## src/rtl/lc3b_types.sv

```systemverilog
// rtl/lc3b_types.sv - shared LC-3b datapath and memory-arbiter types
package lc3b_types;

   typedef logic [15:0]  lc3b_word;
   typedef logic [127:0] lc3b_c_block;

   // Arbiter grant state, exported so debug probes can decode it by name.
   typedef enum logic [1:0] {
      IDLE  = 2'd0,
      I_GNT = 2'd1,
      D_GNT = 2'd2
   } lc3b_arb_state;

endpackage

```

## src/rtl/pmem_arbiter.sv

```systemverilog
// rtl/pmem_arbiter.sv - round-robin icache/dcache arbiter for the physical-memory port
module pmem_arbiter
   import lc3b_types::*;
#(
   parameter int WATCHDOG = 1023
) (
   input  logic        clk,
   input  logic        rst,

   input  logic        icache_pmem_read,
   input  lc3b_word    icache_pmem_address,
   output logic        icache_pmem_resp,
   output lc3b_c_block icache_pmem_rdata,

   input  logic        dcache_pmem_read,
   input  logic        dcache_pmem_write,
   input  lc3b_word    dcache_pmem_address,
   input  lc3b_c_block dcache_pmem_wdata,
   output logic        dcache_pmem_resp,
   output lc3b_c_block dcache_pmem_rdata,

   output logic        pmem_read,
   output logic        pmem_write,
   output lc3b_word    pmem_address,
   output lc3b_c_block pmem_wdata,
   input  lc3b_c_block pmem_rdata,
   input  logic        pmem_resp,

   output logic        ld_regs,
   output logic        pmem_err
);

   localparam int WD_W = (WATCHDOG > 0) ? $clog2(WATCHDOG + 1) : 1;
   localparam logic [WD_W-1:0] WD_LIMIT = WD_W'(WATCHDOG);

   lc3b_arb_state   state;
   lc3b_arb_state   next_state;
   logic            last_d;
   logic [WD_W-1:0] wd_cnt;

   logic ireq;
   logic dreq;
   logic granted;

   assign ireq    = icache_pmem_read;
   assign dreq    = dcache_pmem_read | dcache_pmem_write;
   assign granted = (state != IDLE);

   always_ff @(posedge clk) begin
      if (rst) begin
         state <= IDLE;
      end else begin
         state <= next_state;
      end
   end

   // Ties go to whichever side was not served last; a grant always returns
   // through IDLE so the other side gets a fair sampling edge.
   always_comb begin
      next_state = state;
      unique case (state)
         IDLE: begin
            if (ireq && dreq) begin
               next_state = last_d ? I_GNT : D_GNT;
            end else if (ireq) begin
               next_state = I_GNT;
            end else if (dreq) begin
               next_state = D_GNT;
            end
         end
         I_GNT, D_GNT: begin
            if (pmem_resp) begin
               next_state = IDLE;
            end
         end
         default: next_state = IDLE;
      endcase
   end

   always_comb begin
      pmem_read    = 1'b0;
      pmem_write   = 1'b0;
      pmem_address = '0;
      pmem_wdata   = '0;
      unique case (state)
         I_GNT: begin
            pmem_read    = 1'b1;
            pmem_address = icache_pmem_address;
         end
         D_GNT: begin
            pmem_read    = dcache_pmem_read;
            pmem_write   = dcache_pmem_write;
            pmem_address = dcache_pmem_address;
            pmem_wdata   = dcache_pmem_wdata;
         end
         default: ;
      endcase
   end

   assign icache_pmem_resp  = pmem_resp & (state == I_GNT);
   assign dcache_pmem_resp  = pmem_resp & (state == D_GNT);
   assign icache_pmem_rdata = pmem_rdata;
   assign dcache_pmem_rdata = pmem_rdata;
   assign ld_regs           = (state == IDLE) & ~ireq & ~dreq;

   always_ff @(posedge clk) begin
      if (rst) begin
         last_d <= 1'b1;
      end else if (granted && pmem_resp) begin
         last_d <= (state == D_GNT);
      end
   end

   // Counter is held at zero while idle, so every grant starts from a clean
   // count; the flag only records the hang, the grant itself is never revoked.
   always_ff @(posedge clk) begin
      if (rst) begin
         wd_cnt   <= '0;
         pmem_err <= 1'b0;
      end else if (!granted) begin
         wd_cnt <= '0;
      end else if (!pmem_resp) begin
         if (wd_cnt != WD_LIMIT) begin
            wd_cnt <= wd_cnt + 1'b1;
         end
         if ((WATCHDOG != 0) && ((wd_cnt + 1'b1) == WD_LIMIT)) begin
            pmem_err <= 1'b1;
         end
      end
   end

endmodule

```

## config.mk

```make
export PLATFORM = sky130hd
export DESIGN_NAME = pmem_arbiter
export DESIGN_NICKNAME = d
export VERILOG_FILES = /design/src/rtl/lc3b_types.sv /design/src/rtl/pmem_arbiter.sv
export SDC_FILE = /design/constraint.sdc
export NUM_CORES = 1
export LEC_CHECK = 0
export BUFFER_PORTS_ARGS = -buffer_cell sky130_fd_sc_hd__buf_2
export CAP_MARGIN = 20
export CORE_AREA = 5 5 269 271
export CTS_CLUSTER_DIAMETER = 200
export DETAILED_ROUTE_END_ITERATION = 10
export DIE_AREA = 0 0 274 276
export PLACE_DENSITY = 0.3
export SLEW_MARGIN = 20
export SYNTH_ARGS = -nofsm -noshare
export SYNTH_HDL_FRONTEND = slang
export SYNTH_SLANG_ARGS = --single-unit
```

## constraint.sdc

```tcl
create_clock -name clk -period 3.8 [get_ports clk]
set_input_delay 0.76 -clock clk [delete_from_list [all_inputs] [get_ports clk]]
set_output_delay 0.76 -clock clk [all_outputs]
set_load 0.01 [all_outputs]
```

=== After elaboration in Yosys (flattened, before gate mapping) ===
Cells that the tools add are included.

* Logic and storage cells: 39
* Bits of input ports: 294
* Flip-flop bits (word level): 14
* Output and inout bits: 406

* Bitwise logic cells: 9
* Equal/unequal tests: 6
* Reductions and logical operators: 9
* Add/subtract/negate cells: 1
* Muxes and demuxes: 10

{| class="wikitable"
|+ Operators with widths
! kind !! number
|-
| 2-to-1 mux 128 bit || 1
|-
| case mux 16 bit (2 select lines) || 1
|-
| adder 10 x 1 -> 10 bit (second input constant) || 1
|-
| == test 10 bit (second input constant) || 1
|-
| 2-to-1 mux 2 bit || 5
|-
| != test 10 bit (second input constant) || 1
|-
| AND 1 bit || 4
|-
| != test 4 bit (second input constant) || 1
|-
| inverter 1 bit || 4
|-
| case mux 2 bit (2 select lines) || 1
|-
| AND reduction 2 bit || 2
|-
| OR reduction 2 bit || 2
|-
| AND reduction 3 bit || 1
|-
| == test 2 x 1 -> 1 bit (second input constant) || 1
|-
| == test 2 bit (second input constant) || 1
|-
| logical AND 1 bit || 2
|-
| logical NOT 2 bit || 1
|-
| != test 2 bit (second input constant) || 1
|-
| case mux 1 bit (2 select lines) || 1
|-
| nonzero test 2 bit || 1
|-
| 2-to-1 mux 1 bit || 1
|-
| bitwise OR 1 bit || 1
|}

=== Depth between registers and ports, before layout ===
* Depth after elaboration: 5
* Gate-level depth with buffers: 6
* Gate-level depth less buffers: 6

=== Worst setup path before layout ===
No wires, ideal clock.

* Path kind: register -> output
* Start point: register state[1]
* End point: output pmem_address[10]
* Buffers on the path: 2
* Stages on the path, launching flop included: 7
* Data required time: 3.040 ns
* Slack: 1.714 ns
* Data arrival time: 1.326 ns
* Path through: dfxtp_1 -> inv_1 -> ha_1 -> clkbuf_1 -> clkbuf_1 -> a22oi_1 -> nor2b_1

* Cells in the longest elaborated chain, start to end: 2
* Elaborated cells between the ends (all ways): 3
* Classes of those cells: 2 x eq/ne; 1 x mux

{| class="wikitable"
|+ Ends and longest elaborated chain
! what !! RTL line !! RTL
|-
| from (decl) || pmem_arbiter.sv:36 || <nowiki>lc3b_arb_state state;</nowiki>
|-
| from (signal assigned) || pmem_arbiter.sv:53 || <nowiki>state <= next_state;</nowiki>
|-
| == test 2 bit / == test 2 x 1 -> 1 bit (equally long branches) || pmem_arbiter.sv:85 || <nowiki>unique case (state)</nowiki>
|-
| case mux 16 bit (2 select lines) * || pmem_arbiter.sv:85 ||
|-
| to (decl) || pmem_arbiter.sv:24 || <nowiki>output lc3b_word pmem_address,</nowiki>
|}

Every way passes the cells marked *; elsewhere a longest branch is shown, timed or not.

=== Worst setup path in the final report ===
* Start point: register state[0]
* End point: output pmem_wdata[49]

* Cells in the longest elaborated chain, start to end: 2

{| class="wikitable"
|+ Ends and longest elaborated chain
! what !! RTL line !! RTL
|-
| == test 2 bit || pmem_arbiter.sv:85 ||
|-
| 2-to-1 mux 128 bit || pmem_arbiter.sv:85 ||
|-
| to (decl) || pmem_arbiter.sv:25 || <nowiki>output lc3b_c_block pmem_wdata,</nowiki>
|}

Every way passes these cells.

==> impl_metrics.toml <==
[logic_synthesis]
synth_top_area_cell = "buf_4"
ys_seq_elements = 14
synth_top_area_share_pct = 49.22
synth_cell_types = 44
ys_warn_count = 0
synth.area.top_cells = "buf_4 (49%), and2_1 (21%), dfxtp_1 (7.1%), a22oi_1 (3.1%), nor2b_1 (3.0%)"
synth-seq-area-share_pct = 7.122
postSynthCellCount = 547
syn_avg_cell_area_sq_um = 7.194
synth_fp_nets = 846
synth_area_sq_um = 3935

[drt]
wl_mm = 22.57
vias_per_cell = 2.371
num_vias = 3637
first_iter_violations = 190
firstDrtPassIters = 4
drcViolationCount = 0
drtAntennaViolNets = 0
wl_per_cell_um = 14.71

[sta]
final-hold-violation-count = 0
tns_ns = 0
rsz0062_at_grt = "false"
fin_worst_skew_ns = 0.004750
max_slew_margin_pct = 52.33
setup_viol = 0
report.final.slew_viol_count = 0
fin_crit_sh_pct = 75.08
fmax_ghz = 0.3505
layout_min_cycle_time_ns = 2.853
worst_pin_slew_ns = 0.7150

[final_layout]
drive_gt1_share_pct = 55.03
n_fill_cell = 8272
area_delta_synth_final_pct = 21.88
nets = 888
multi_input_area_sq_um = 1620
final_common_cell = "buf_2"
stdcell_count = 1534
final_area_sq_um = 4796
mostFrequentLayoutCells = "buf_2 (315), and2_1 (133), nor2b_1 (19), a22oi_1 (16), dfxtp_1 (14)"
seqCellArea_sq_um = 280.3

[floorplanning]
placementRows = 97
die_height_um = 276
chipWidth_um = 274
ioPinCount = 700
core_area_sq_um = 69540
die-area_sq_um = 75620
start_util_pct = 5.658

[clock_tree]
insertion_delay_ns = 0.25
cts_root_buf = "clkbuf_16"
cts_buffers = 3
clk_pin_slew_ns = 0.05
cts_hold_buffers = 0
clk_path_buf_depth = 2
cts_tree = "yes"
htreeDepth = 1
cts_num_sinks = 14
cts.repair.resized = 0
postCtsSetupBuffers = 0

[power_and_ir_drop]
power_leakage_nw = 2.213
ir_worst_vdd_mv = 0.2036
p_per_area_nw_per_um2 = 198.0
power_uw = 949.6

[run_status]
outcome = "finished clean"

[job]
maxCapViolations = 0

[global_routing]
antenna_found_initial = 28
grt-ovfl-total = 0
grt_pass1_wl_mm = 28.64
track_usage_pct = 5.360
grt_max_degree = 91
grt_pass1_vias = 3811

[critical_path]
path_class = "reg -> out"
slowest_delay_ns = 0.57
critPathMaxFanout = 90
cp.arrival_ns = 2.09
required_ns = 3.04
critPathLaunchType = "flip-flop"
cp-end-kind = "output pin"
slowest_stage = "ha_4"
crit_path_cell_trace = "inv_1 -> ha_4 -> buf_12 -> and2_1 -> buf_2"

[place]
place_congestion = 0.7720
hpwl_mm = 20.05
dpl.cell_count = 1524
io_buffer_count = 315
placedInstanceArea_sq_um = 4703

[worst_hold_path]
hp-class = "reg -> reg"
==> power breakdown <==
| group | switching (mW) | leakage, nW | internal (mW) |
|---|---|---|---|
| Combinational | 0.321 | 2.06 | 0.263 |
| Sequential | 0.00620 | 0.113 | 0.153 |
| Clock | 0.0674 | 0.0370 | 0.138 |
==> Yosys cell counts, drive strengths merged <==
library cell	n
a311oi	1
dfxtp	14
nand3	6
o31ai	2
or2	1
nand4	3
a211oi	3
ha	5
o41ai	1
a31oi	3
xor2	1
inv	8
o21bai	1
o21ai	3
clkbuf	19
mux2i	2
a21boi	2
a22oi	16
o31a	1
a41o	1
xnor2	4
a211o	1
and3	1
nor2	12
and3b	1
nor4b	1
or3	1
nor2b	19
and2	133
a2111oi	1
a2111o	1
and4	2
buf	260
nor3	1
nor4	2
a41oi	1
nand2	4
o211ai	1
a21oi	6
nand2b	2
==> cell families after synthesis <==
| logic type | Yosys count | synth area share (%) |
|---|---|---|
| flip-flops | 14 | 7.122 |
| multiplexers | 2 | 0.5088 |
| AO/OA/AOI/OAI | 45 | 8.458 |
| buffers and inverters | 287 | 52.02 |
| AND/OR/NAND/NOR | 189 | 29.19 |
| adder cells (fa/ha/maj) | 5 | 1.590 |
| XOR/XNOR | 5 | 1.113 |
==> sequential cells by signal, indices dropped and copies added (netlist names) <==
register	flops
last_d	1
state	2
pmem_err	1
wd_cnt	10
==> worst max-delay path, delay by kind of cell, from the launching register on <==
family                   cells  cell delay, ns
adder cells (fa/ha/maj)      1            0.57
buffers and inverters        3            0.61
flip-flops                   1            0.31
AND/OR/NAND/NOR              1            0.26
==> worst paths after layout <==
check	to	from	slack, ns	depth (start not counted)
max reg2reg	pmem_err	state[1]	1.99	6
min reg2reg	pmem_err	pmem_err	0.48	2
min	pmem_err	pmem_err	0.48	2
max	pmem_wdata[49]	state[0]	0.95	5
==> cell type report <==
class | count | share of cell area (%)
multi-input cells | 246 | 33.79
repair buffers | 316 | 33.29
well taps | 940 | 24.52
flip-flops and latches | 14 | 5.844
clock buffers | 3 | 1.565
inverters | 8 | 0.6261
diodes | 7 | 0.3652
==> metal layers <==
metal	global-route usage [%]	up-vias	part of all wire, %	wire (um)
li1	-	1565	-	-
met1	4.922	1485	33	7341
met2	8.474	422	41	9348
met3	3.728	141	18	3976
met4	3.518	24	7.5	1697
met5	0.7060	-	0.91	206
==> per-stage QoR <==
stage / setup slack (ns) / hold slack [ns] / util [%]
after floorplan: 1.714 / 0.4840 / -
after global placement: 1.158 / 0.4629 / 6.763
after detailed placement: 1.100 / 0.4655 / 6.763
after CTS: 0.8388 / 0.4832 / 6.871
after global routing: 0.7545 / 0.5334 / 6.875
final: 0.9470 / 0.4826 / 6.896
Power figures use the tool's default switching activity.
